<file path="config.mk">
export PLATFORM = sky130hd
export DESIGN_NAME = dlx_id_stage
export DESIGN_NICKNAME = d
export VERILOG_FILES = /design/src/rtl/dlx_pkg.sv /design/src/rtl/dlx_decoder.sv /design/src/rtl/dlx_id_stage.sv
export SDC_FILE = /design/constraint.sdc
export NUM_CORES = 1
export LEC_CHECK = 0
export BUFFER_PORTS_ARGS = -buffer_cell sky130_fd_sc_hd__buf_2
export CAP_MARGIN = 20
export CORE_UTILIZATION = 45
export CTS_CLUSTER_SIZE = 28
export DETAILED_ROUTE_END_ITERATION = 8
export GPL_TIMING_DRIVEN = 0
export PLACE_DENSITY = 0.75
export SETUP_SLACK_MARGIN = 0.3
export SLEW_MARGIN = 25
export SYNTH_ARGS = -nofsm -noshare
export SYNTH_HDL_FRONTEND = slang
export SYNTH_SLANG_ARGS = --single-unit
</file>
<file path="constraint.sdc">
create_clock -name clk -period 2.55 [get_ports clk]
set_clock_uncertainty 0.05 [all_clocks]
set_input_delay 0.255 -clock clk [delete_from_list [all_inputs] [get_ports clk]]
set_output_delay 0.255 -clock clk [all_outputs]
set_load 0.005 [all_outputs]
</file>
<file path="src/rtl/dlx_pkg.sv">
// Shared DLX decode definitions: opcodes, R-type functions, ALU operations and control bundle.
package dlx_pkg;

    localparam logic [5:0] OP_RTYPE = 6'h00;
    localparam logic [5:0] OP_J     = 6'h02;
    localparam logic [5:0] OP_JAL   = 6'h03;
    localparam logic [5:0] OP_BEQZ  = 6'h04;
    localparam logic [5:0] OP_BNEZ  = 6'h05;
    localparam logic [5:0] OP_ADDI  = 6'h08;
    localparam logic [5:0] OP_ADDUI = 6'h09;
    localparam logic [5:0] OP_SUBI  = 6'h0A;
    localparam logic [5:0] OP_ANDI  = 6'h0C;
    localparam logic [5:0] OP_ORI   = 6'h0D;
    localparam logic [5:0] OP_XORI  = 6'h0E;
    localparam logic [5:0] OP_LHI   = 6'h0F;
    localparam logic [5:0] OP_JR    = 6'h12;
    localparam logic [5:0] OP_JALR  = 6'h13;
    localparam logic [5:0] OP_LW    = 6'h23;
    localparam logic [5:0] OP_SW    = 6'h2B;

    localparam logic [10:0] FN_SLL = 11'h004;
    localparam logic [10:0] FN_SRL = 11'h006;
    localparam logic [10:0] FN_SRA = 11'h007;
    localparam logic [10:0] FN_ADD = 11'h020;
    localparam logic [10:0] FN_SUB = 11'h022;
    localparam logic [10:0] FN_AND = 11'h024;
    localparam logic [10:0] FN_OR  = 11'h025;
    localparam logic [10:0] FN_XOR = 11'h026;
    localparam logic [10:0] FN_SLT = 11'h02A;

    typedef enum logic [3:0] {
        ALU_ADD = 4'd0,
        ALU_SUB = 4'd1,
        ALU_AND = 4'd2,
        ALU_OR  = 4'd3,
        ALU_XOR = 4'd4,
        ALU_SLL = 4'd5,
        ALU_SRL = 4'd6,
        ALU_SRA = 4'd7,
        ALU_SLT = 4'd8,
        ALU_LHI = 4'd9
    } alu_op_t;

    typedef struct packed {
        alu_op_t alu_op;
        logic    reg_we;
        logic    mem_rd;
        logic    mem_wr;
        logic    use_imm;
        logic    branch;
        logic    branch_nz;
        logic    jump;
        logic    jump_reg;
    } ctrl_t;

    localparam ctrl_t CTRL_NONE = ctrl_t'('0);

    function automatic logic [31:0] sext16(input logic [15:0] v);
        return {{16{v[15]}}, v};
    endfunction

endpackage

</file>
<file path="src/rtl/dlx_decoder.sv">
// Combinational DLX instruction decoder: register numbers, immediate and control bits.
module dlx_decoder
    import dlx_pkg::*;
(
    input  logic [31:0] instr,
    output logic [4:0]  rs1,
    output logic [4:0]  rs2,
    output logic [4:0]  rd,
    output logic        uses_rs1,
    output logic        uses_rs2,
    output logic [31:0] imm,
    output ctrl_t       ctrl,
    output logic        illegal
);

    logic [5:0]  opcode;
    logic [10:0] func;
    logic [4:0]  f_rs1;
    logic [4:0]  f_rt;
    logic [4:0]  f_rd;
    logic [15:0] imm16;

    assign opcode = instr[31:26];
    assign func   = instr[10:0];
    assign f_rs1  = instr[25:21];
    assign f_rt   = instr[20:16];
    assign f_rd   = instr[15:11];
    assign imm16  = instr[15:0];

    // Decode by opcode; unknown encodings leave every output zero except illegal.
    always_comb begin
        rs1      = 5'd0;
        rs2      = 5'd0;
        rd       = 5'd0;
        uses_rs1 = 1'b0;
        uses_rs2 = 1'b0;
        imm      = 32'd0;
        ctrl     = CTRL_NONE;
        illegal  = 1'b0;
        case (opcode)
            OP_RTYPE: begin
                rs1         = f_rs1;
                rs2         = f_rt;
                rd          = f_rd;
                uses_rs1    = 1'b1;
                uses_rs2    = 1'b1;
                ctrl.reg_we = 1'b1;
                case (func)
                    FN_SLL:  ctrl.alu_op = ALU_SLL;
                    FN_SRL:  ctrl.alu_op = ALU_SRL;
                    FN_SRA:  ctrl.alu_op = ALU_SRA;
                    FN_ADD:  ctrl.alu_op = ALU_ADD;
                    FN_SUB:  ctrl.alu_op = ALU_SUB;
                    FN_AND:  ctrl.alu_op = ALU_AND;
                    FN_OR:   ctrl.alu_op = ALU_OR;
                    FN_XOR:  ctrl.alu_op = ALU_XOR;
                    FN_SLT:  ctrl.alu_op = ALU_SLT;
                    default: begin
                        rs1      = 5'd0;
                        rs2      = 5'd0;
                        rd       = 5'd0;
                        uses_rs1 = 1'b0;
                        uses_rs2 = 1'b0;
                        ctrl     = CTRL_NONE;
                        illegal  = 1'b1;
                    end
                endcase
            end
            OP_J, OP_JAL: begin
                imm       = {{6{instr[25]}}, instr[25:0]};
                ctrl.jump = 1'b1;
                if (opcode == OP_JAL) begin
                    rd          = 5'd31;
                    ctrl.reg_we = 1'b1;
                end
            end
            OP_BEQZ, OP_BNEZ: begin
                rs1            = f_rs1;
                uses_rs1       = 1'b1;
                imm            = sext16(imm16);
                ctrl.branch    = 1'b1;
                ctrl.branch_nz = (opcode == OP_BNEZ);
            end
            OP_ADDI, OP_ADDUI, OP_SUBI, OP_ANDI, OP_ORI, OP_XORI: begin
                rs1          = f_rs1;
                rd           = f_rt;
                uses_rs1     = 1'b1;
                ctrl.reg_we  = 1'b1;
                ctrl.use_imm = 1'b1;
                imm          = {16'd0, imm16};
                case (opcode)
                    OP_ADDI: begin
                        imm         = sext16(imm16);
                        ctrl.alu_op = ALU_ADD;
                    end
                    OP_SUBI: begin
                        imm         = sext16(imm16);
                        ctrl.alu_op = ALU_SUB;
                    end
                    OP_ANDI: ctrl.alu_op = ALU_AND;
                    OP_ORI:  ctrl.alu_op = ALU_OR;
                    OP_XORI: ctrl.alu_op = ALU_XOR;
                    default: ctrl.alu_op = ALU_ADD;
                endcase
            end
            OP_LHI: begin
                rd           = f_rt;
                imm          = {imm16, 16'd0};
                ctrl.alu_op  = ALU_LHI;
                ctrl.reg_we  = 1'b1;
                ctrl.use_imm = 1'b1;
            end
            OP_JR, OP_JALR: begin
                rs1           = f_rs1;
                uses_rs1      = 1'b1;
                ctrl.jump_reg = 1'b1;
                if (opcode == OP_JALR) begin
                    rd          = 5'd31;
                    ctrl.reg_we = 1'b1;
                end
            end
            OP_LW: begin
                rs1          = f_rs1;
                rd           = f_rt;
                uses_rs1     = 1'b1;
                imm          = sext16(imm16);
                ctrl.reg_we  = 1'b1;
                ctrl.mem_rd  = 1'b1;
                ctrl.use_imm = 1'b1;
            end
            OP_SW: begin
                rs1          = f_rs1;
                rs2          = f_rt;
                uses_rs1     = 1'b1;
                uses_rs2     = 1'b1;
                imm          = sext16(imm16);
                ctrl.mem_wr  = 1'b1;
                ctrl.use_imm = 1'b1;
            end
            default: illegal = 1'b1;
        endcase
        // r0 writes are dropped so the word behaves as a true NOP downstream.
        if (rd == 5'd0) begin
            ctrl.reg_we = 1'b0;
        end
    end

endmodule

</file>
<file path="src/rtl/dlx_id_stage.sv">
// DLX decode stage: valid/ready handshake, load-use bubble insertion and output register.
module dlx_id_stage
    import dlx_pkg::*;
(
    input  logic        clk,
    input  logic        reset_n,
    input  logic        if_valid,
    input  logic [31:0] if_instr,
    input  logic [31:0] if_pc,
    output logic        if_ready,
    input  logic        flush,
    input  logic        ex_ready,
    output logic        id_valid,
    output logic [31:0] id_pc,
    output logic [4:0]  Rs1,
    output logic [4:0]  Rs2,
    output logic [4:0]  Rd,
    output logic [31:0] imm,
    output alu_op_t     alu_op,
    output logic        reg_we,
    output logic        mem_rd,
    output logic        mem_wr,
    output logic        use_imm,
    output logic        branch,
    output logic        branch_nz,
    output logic        jump,
    output logic        jump_reg,
    output logic        illegal
);

    logic [4:0]  dec_rs1;
    logic [4:0]  dec_rs2;
    logic [4:0]  dec_rd;
    logic        dec_uses_rs1;
    logic        dec_uses_rs2;
    logic [31:0] dec_imm;
    ctrl_t       dec_ctrl;
    logic        dec_illegal;
    ctrl_t       ctrl_q;
    logic        adv;
    logic        hazard;
    logic        transfer;

    dlx_decoder u_decoder (
        .instr    (if_instr),
        .rs1      (dec_rs1),
        .rs2      (dec_rs2),
        .rd       (dec_rd),
        .uses_rs1 (dec_uses_rs1),
        .uses_rs2 (dec_uses_rs2),
        .imm      (dec_imm),
        .ctrl     (dec_ctrl),
        .illegal  (dec_illegal)
    );

    // Handshake and load-use check against the held load's destination.
    always_comb begin
        adv      = !id_valid || ex_ready;
        hazard   = id_valid && ctrl_q.mem_rd && (Rd != 5'd0) && if_valid &&
                   ((dec_uses_rs1 && (dec_rs1 == Rd)) || (dec_uses_rs2 && (dec_rs2 == Rd)));
        if_ready = adv && !hazard && !flush;
        transfer = if_valid && if_ready;
    end

    // Output register: flush kills, transfer loads, an empty advance makes a bubble.
    always_ff @(posedge clk or negedge reset_n) begin
        if (!reset_n) begin
            id_valid <= 1'b0;
            id_pc    <= 32'd0;
            Rs1      <= 5'd0;
            Rs2      <= 5'd0;
            Rd       <= 5'd0;
            imm      <= 32'd0;
            ctrl_q   <= CTRL_NONE;
            illegal  <= 1'b0;
        end else if (flush) begin
            id_valid <= 1'b0;
        end else if (transfer) begin
            id_valid <= 1'b1;
            id_pc    <= if_pc;
            Rs1      <= dec_rs1;
            Rs2      <= dec_rs2;
            Rd       <= dec_rd;
            imm      <= dec_imm;
            ctrl_q   <= dec_ctrl;
            illegal  <= dec_illegal;
        end else if (adv) begin
            id_valid <= 1'b0;
        end
    end

    assign alu_op    = ctrl_q.alu_op;
    assign reg_we    = ctrl_q.reg_we;
    assign mem_rd    = ctrl_q.mem_rd;
    assign mem_wr    = ctrl_q.mem_wr;
    assign use_imm   = ctrl_q.use_imm;
    assign branch    = ctrl_q.branch;
    assign branch_nz = ctrl_q.branch_nz;
    assign jump      = ctrl_q.jump;
    assign jump_reg  = ctrl_q.jump_reg;

endmodule
</file>
==> metrics.md, run 1 <==
| Metric | Value |
|---|---|
| Clk pwr share | a little over a quarter |
| Post-Synth XOR/XNOR Area | 2.06% |
| Synth Area in Compound Gates | between 7 and 8% |
| Yosys warnings | 0 |
| Tot GR Track Use | 23.0% |
| Final setup fails | 0 |
| Biggest regs | id_pc x32, imm x32 |
| Combinational power share | around 23% |
| Sequential area share after synthesis | 49.7% |
| Clock buffer depth | 2 |
| Global-route wire length before repair | 19.6 mm |
| Die Footprint | between 10000 and 15000 um2 |
| Pin count of the biggest net entering global routing | slightly above 70 |
| Routed len/inst | 17.0 um |
| Fin area | a little over 6000 um2 |
| Mux contribution to synthesized area | about a quarter |
| Final net count | around 650 |
| Commonest non-fill, non-tap cell in the layout | buf_2 |
| CP Cell Sequence | or4_4 > o2111ai_4 > nor4_2 > o21ai_2 > and4_4 > buf_8 > buf_12 > clkbuf_16 > mux2_4 |
| Final core utilization | approximately 63% |
| Vias in the first global route | 3802 |
| Max-Cap Viols | 0 |
| HPWL after detailed placement | 8.77 mm |
| Run status | finished clean |
| Initial antenna violation count | 0 |
| Switching share of power | between 20% and 30% |
| Clk root buf | clkbuf_8 |
| Remaining antenna violation count | 0 |
| Main combinational cell family by area after synthesis | multiplexers |
| Port bufs | 160 |
| Synth cell types | 48 |
| Dominant cell type by area after synthesis | dfrtp_1 |
| Remaining Overflow, GRT | 0 |
| Final slew viol count | 0 |
| Worst Path Required | 2.75 ns |
| Fin crit share | 99.2% |
| Most frequent cells in the layout | 164 x buf_2, 92 x dfrtp_1, 39 x nand2_1 |
| Yosys top cell area share | 49.7% |
| Io pins | roughly 160 |
| Area share of fa/ha/maj cells after synthesis | 0% |
| Cells after Synth | 393 |
| Core ar. | just under 10000 um2 |
| Cell family with most CP delay | simple AND/OR/NAND/NOR gates |
| CP Buf/Inv Count | 3 |
| Final GP Congestion | slightly above 0.8 |
| Placed cells | ~700 |
| Crit Path Max Fanout | 8 |
| Placed Area | 5710 um2 |
| Slew headroom | 52.0% |
| Num rows | 36 |
| Synth Area in Simple Gates | approximately 9.9% |
| Filler cell count | around 800 |
| Synthesized area | roughly 4700 um2 |
| Chip Height | roughly 100 um |
| Peak supply drop | 0.335 mV |
| Multi-input gate area | around 2100 um2 |
| Post-synth EDFFs | 0 |
| Unrepaired setup endpoints after global routing | true |
| P_int | approximately 2.4 mW |
| Syn nets | 462 |
| Startpoint Class | flop |
| CTS sink cnt | 93 |
| Area growth, synth to finish | 33.1% |
| Pleak | approximately 3.1 nW |
| Total CTS buffers | 9 |
| Sequential power share | around 50% |
| Die Width | about 100 um |
| Crit end category | flop |
| H-tree levels | 3 |
| Final worst path period need | approximately 2.5 ns |
| Starting Density | around 47% |
| Max Fclk | 0.395 GHz |
| Power Dens Cells | ~540 nW/um2 |
| Initial DRC Count | 210 |
| CP Data Arrival Time | ~2.7 ns |
| Min-delay worst type | in -> reg |
| Crit path largest cell delay | approximately 0.56 ns |
| Fraction of layout cells with a size suffix above 1 | ~48% |
| Worst Max-Slew Pin Slew | a little over 0.7 ns |
| Reg area | between 2000 and 2500 um2 |
| Flops & latches, synth | 93 |
| DRC violation count after routing | 0 |
| FFs w/ async S/R, synth | 100% |
| Vias/cell | ~5.3 |
| # diodes | 0 |
| Final Instance Count excl. Fillers | approximately 720 |
| Critical path class | reg -> reg |
| Clock slew at reported path FFs | approximately 0.09 ns |
| Avg Cell Area, Syn | 11.9 um2 |
| Drt pass-1 iters | 4 |
| NetSw | about 0.96 mW |
| Via Count | around 3800 |
| Hold WS | about 0.057 ns |
| Final Hold Fails | 0 |
| Ranking of synthesized cells by area | dfrtp_1 50%, mux2_4 11%, mux2i_1 7.9%, mux2_2 5.5%, nand2_1 3.1% |
| Prevailing post-synth register cell | dfrtp_1 |
| Clk Latency, worst-skew pair | about 0.37 ns |
| CTS tree | built |
| Total Routed Length | approximately 12 mm |
| Slowest CP cell | or4_4 |
==> logic make-up (layout without fill, tap and decap cells) <==
family	count (synthesis)	in the layout
AND/OR/NAND/NOR	85	85
multiplexers	94	94
AO/OA/AOI/OAI	49	49
XOR/XNOR	11	11
flip-flops	93	93
buffers and inverters	61	250
==> Yosys cell counts (all sizes together), types with 3 or more instances <==
cell,number
o21ai,6
dfrtp,93
nor3b,5
a22oi,4
or2,3
inv,37
nor4,7
a21oi,15
clkbuf,7
nor2,4
nand3,4
nor2b,4
o32ai,3
buf,17
nand2,39
and2,3
nand2b,4
mux2,57
xor2,5
xnor2,6
a221o,9
mux2i,37
==> repair_timing <==
action	4_1_cts	5_1_grt
resized for setup	28	2
setup buffers	5	0
pin swaps	5	4
hold endpoints to repair	23	0
setup endpoints to repair	94	94
cloned	2	4
hold buffers	1	0
==> worst reg2reg max path, cell delays in order, from the launching register on <==
cell and delay [ns]:
dfrtp_1 0.41, or4_4 0.56, o2111ai_4 0.26, nor4_2 0.09, o21ai_2 0.08, and4_4 0.25, buf_8 0.12, buf_12 0.15
clkbuf_16 0.17, mux2_4 0.30
==> power by group through the flow <==
stage / Sequential [mW] / Combinational [mW] / Clock (mW)
final: 1.72 / 0.785 / 0.885
after global routing: 1.74 / 0.852 / 0.968
after CTS: 1.72 / 0.770 / 0.922
after detailed placement: 1.75 / 0.706 / 0
after global placement: 1.73 / 0.687 / 0
after floorplan: 1.76 / 0.355 / 0
==> stage by stage <==
step           power (mW)  worst slack [ns]  setup TNS [ns]
2_1_floorplan        2.11             0.144               0
3_3_place_gp         2.42            -0.254          -15.07
3_5_place_dp         2.45            -0.227          -12.60
4_1_cts              3.41            0.0166               0
5_1_grt              3.56           -0.0489          -0.961
6_report             3.39            0.0212               0
==> layer usage <==
layer	share of wire, %	up-vias	wire (um)	track usage, %
met4	2.8	0	337	9.59
met3	7.0	27	845	6.14
met1	45	1855	5420	30.6
li1	-	1741	-	-
met2	46	174	5550	35.5
met5	0	-	0	0
==> final cells by class <==
type                            count  share of cell area [%]
Inverter                           37                    2.23
Buffer                             24                    3.97
Clock buffer                        9                    1.99
Tap cell                          133                    2.67
Sequential cell                    93                    37.3
Timing Repair Buffer              173                    17.0
Multi-Input combinational cell    239                    33.9
Clock inverter                      7                   0.823
==> path summary, 6_finish.rpt <==
kind,startpoint,to,slack [ns],depth (start not counted)
max,Rd[4],id_pc[13],0.02,9
min,if_pc[2],id_pc[2],0.06,2
max reg2reg,Rd[4],id_pc[13],0.02,9
min reg2reg,id_pc[18],id_pc[18],0.46,1
max in group asynchronous,reset_n,Rd[3],1.56,3
min in group asynchronous,reset_n,imm[15],0.26,2
(Power assumes the default switching activity.)
==> run 2, diff against run 1 <==
- BUFFER_PORTS_ARGS: -buffer_cell sky130_fd_sc_hd__buf_2 -> -buffer_cell sky130_fd_sc_hd__buf_4
==> run 2 against run 1 <==
Net effect:
- the flow now finishes with violations (negative setup slack)
- utilization increased by 4.2 points
- design area rose by 6.7%
- clock-buffer cell count up 2
- first-iteration DRC count up 0.95%
- flip-flop and latch count stayed put
- register-to-register slack lost 0.05 ns
- non-clock buffer count increased by 1
- hold slack gained 0.0054 ns
- fmax fell by 1.8%
- critical path type unchanged
- highest routed layer unchanged
==> metrics.md, run 2 (synthesis results as in run 1) <==
| Metric | Value |
|---|---|
| Max-Cap Viols | 0 (unchanged) |
| CTS tree | built (unchanged) |
| Clk pwr share | 27.7% (was 26.1%) |
| Io pins | 163 (unchanged) |
| Total Routed Length | 12.6 mm (was 12.2 mm) |
| Final GP Congestion | 0.847 (was 0.813) |
| Unrepaired setup endpoints after global routing | true (unchanged) |
| Multi-input gate area | 2130 um2 (was 2120 um2) |
| Power Dens Cells | 546 nW/um2 (was 543 nW/um2) |
| Final net count | 647 (was 646) |
| DRC violation count after routing | 0 (unchanged) |
| Biggest regs | id_pc x32, imm x32 (unchanged) |
| Initial antenna violation count | 0 (unchanged) |
| CP Data Arrival Time | 2.76 ns (was 2.73 ns) |
| Drt pass-1 iters | 5 (was 4) |
| Die Footprint | 10800 um2 (unchanged) |
| Commonest non-fill, non-tap cell in the layout | buf_4 (was buf_2) |
| Switching share of power | 26.6% (was 28.3%) |
| Vias in the first global route | 3717 (was 3802) |
| H-tree levels | 3 (unchanged) |
| Worst Path Required | 2.74 ns (was 2.75 ns) |
| Run status | finished, violations left (was finished clean) |
| Min-delay worst type | in -> reg (unchanged) |
| Final Instance Count excl. Fillers | 716 (was 715) |
| Fin area | 6650 um2 (was 6230 um2) |
| Final Hold Fails | 0 (unchanged) |
| Chip Height | 104 um (unchanged) |
| Remaining antenna violation count | 0 (unchanged) |
| Starting Density | 47.3% (unchanged) |
| Core ar. | 9910 um2 (unchanged) |
| P_int | 2.66 mW (was 2.43 mW) |
| DP Worst Slack | -0.285 ns (was -0.227 ns) |
| Tot GR Track Use | 23.3% (was 23.0%) |
| Met1 WL | 5.43 mm (was 5.42 mm) |
| Min-Delay Path Depth | 2 (unchanged) |
| Fin crit share | 101% (was 99.2%) |
| Top layer reached by signal wires | met4 (unchanged) |
| Final slew viol count | 0 (unchanged) |
| Clock slew at reported path FFs | 0.10 ns (was 0.09 ns) |
| Remaining Overflow, GRT | 0 (unchanged) |
| Met2 WL | 5.96 mm (was 5.55 mm) |
| Most frequent cells in the layout | 166 x buf_4, 91 x dfrtp_1, 39 x nand2_1, 37 x inv_1 (was 164 x buf_2, 92 x dfrtp_1, 39 x nand2_1) |
| Slew headroom | 42.6% (was 52.0%) |
| # diodes | 0 (unchanged) |
| NetSw | 0.967 mW (was 0.957 mW) |
| Via Count | 3778 (was 3797) |
| PnR worst setup slack | -0.0241 ns (was 0.0212 ns) |
| Pleak | 3.18 nW (was 3.10 nW) |
| HPWL after detailed placement | 8.83 mm (was 8.77 mm) |
| Failing checks | negative setup slack |
| Placed Area | 6080 um2 (was 5710 um2) |
| Critical path class | reg -> reg (unchanged) |
| Sequential power share | 47.5% (was 50.7%) |
| Routed len/inst | 17.6 um (was 17.0 um) |
| Clk Latency, worst-skew pair | 0.36 ns (was 0.37 ns) |
| Area growth, synth to finish | 42.0% (was 33.1%) |
| Port bufs | 160 (unchanged) |
| Num rows | 36 (unchanged) |
| Fraction of layout cells with a size suffix above 1 | 49.2% (was 48.5%) |
| Final core utilization | 67.1% (was 62.9%) |
| Global-route wire length before repair | 19.9 mm (was 19.6 mm) |
| Reg2reg path depth | 9 (unchanged) |
| Filler cell count | 778 (was 813) |
| Crit end category | flop (unchanged) |
| Vias/cell | 5.28 (was 5.31) |
| Setup TNS | -0.212 ns (was 0 ns) |
| Initial DRC Count | 212 (was 210) |
| Final setup fails | 18 (was 0) |
| Combinational power share | 24.8% (was 23.2%) |
| Worst Max-Slew Pin Slew | 0.862 ns (was 0.720 ns) |
| Peak supply drop | 0.327 mV (was 0.335 mV) |
| DR WL met3 | 1.01 mm (was 845 um) |
| Startpoint Class | flop (unchanged) |
| Crit Path Max Fanout | 10 (was 8) |
| Final worst path period need | 2.57 ns (was 2.53 ns) |
| Clk root buf | clkbuf_8 (unchanged) |
| Reg area | 2330 um2 (about the same) |
| Clock buffer depth | 2 (unchanged) |
| Total CTS buffers | 9 (unchanged) |
| Max Fclk | 0.388 GHz (was 0.395 GHz) |
| CTS sink cnt | 93 (unchanged) |
| Placed cells | 686 (was 687) |
| Die Width | 104 um (unchanged) |
| Pin count of the biggest net entering global routing | 94 (was 71) |
run 2: final timing paths:
path | startpoint | endpoint | slack [ns]
max | Rd[4] | id_pc[26] | -0.02
min | if_pc[7] | id_pc[7] | 0.06
max reg2reg | Rd[4] | id_pc[26] | -0.02
min reg2reg | id_pc[5] | id_pc[5] | 0.47
max in group asynchronous | reset_n | Rd[2] | 1.33
min in group asynchronous | reset_n | id_pc[30] | 0.47
run 2: through the flow:
step / total power [mW] / hold slack [ns]
CTS: 3.62 / 0.0549
global placement: 2.55 / 0.438
finish: 3.63 / 0.0624
floorplan: 2.11 / -0.0906
global route: 3.79 / 0.0561
detailed placement: 2.57 / 0.347
run 2: power by group through the flow:
stage	sequential, mW	clock [mW]	combinational [mW]
global placement	1.75	0	0.801
detailed placement	1.75	0	0.815
global route	1.75	1.08	0.967
CTS	1.72	1.03	0.872
floorplan	1.76	0	0.355
finish	1.73	1.00	0.900
run 2: critical path: stages, from the launching register on:
cell,delay (ns)
dfrtp_2,0.42
or4_4,0.56
o2111ai_4,0.25
nor4_2,0.08
o2111ai_2,0.10
and4_4,0.27
buf_8,0.12
buf_12,0.14
buf_12,0.15
mux2_4,0.30
run 2: layout make-up:
type,instances,share of cell area [%]
Sequential cell,93,35.0
Multi-Input combinational cell,239,32.0
Timing Repair Buffer,174,21.5
Buffer,24,3.86
Tap cell,133,2.50
Clock buffer,11,2.13
Inverter,37,2.09
Clock inverter,5,0.884
run 2: routing by layer:
| metal | vias to the layer above | GRT usage [%] |
|---|---|---|
| li1 | 1739 | - |
| met1 | 1842 | 30.2 |
| met4 | 0 | 8.78 |
| met2 | 179 | 37.7 |
| met5 | - | 0 |
| met3 | 18 | 5.95 |
run 2: repair_timing:
item | in CTS | in global routing
endpoints found under the setup margin | 94 | 94
resized for setup | 27 | 11
hold buffers | 1 | 0
gates cloned | 1 | 4
hold endpoints to repair | 93 | 0
pin swaps | 3 | 0
buffers inserted | 7 | 1
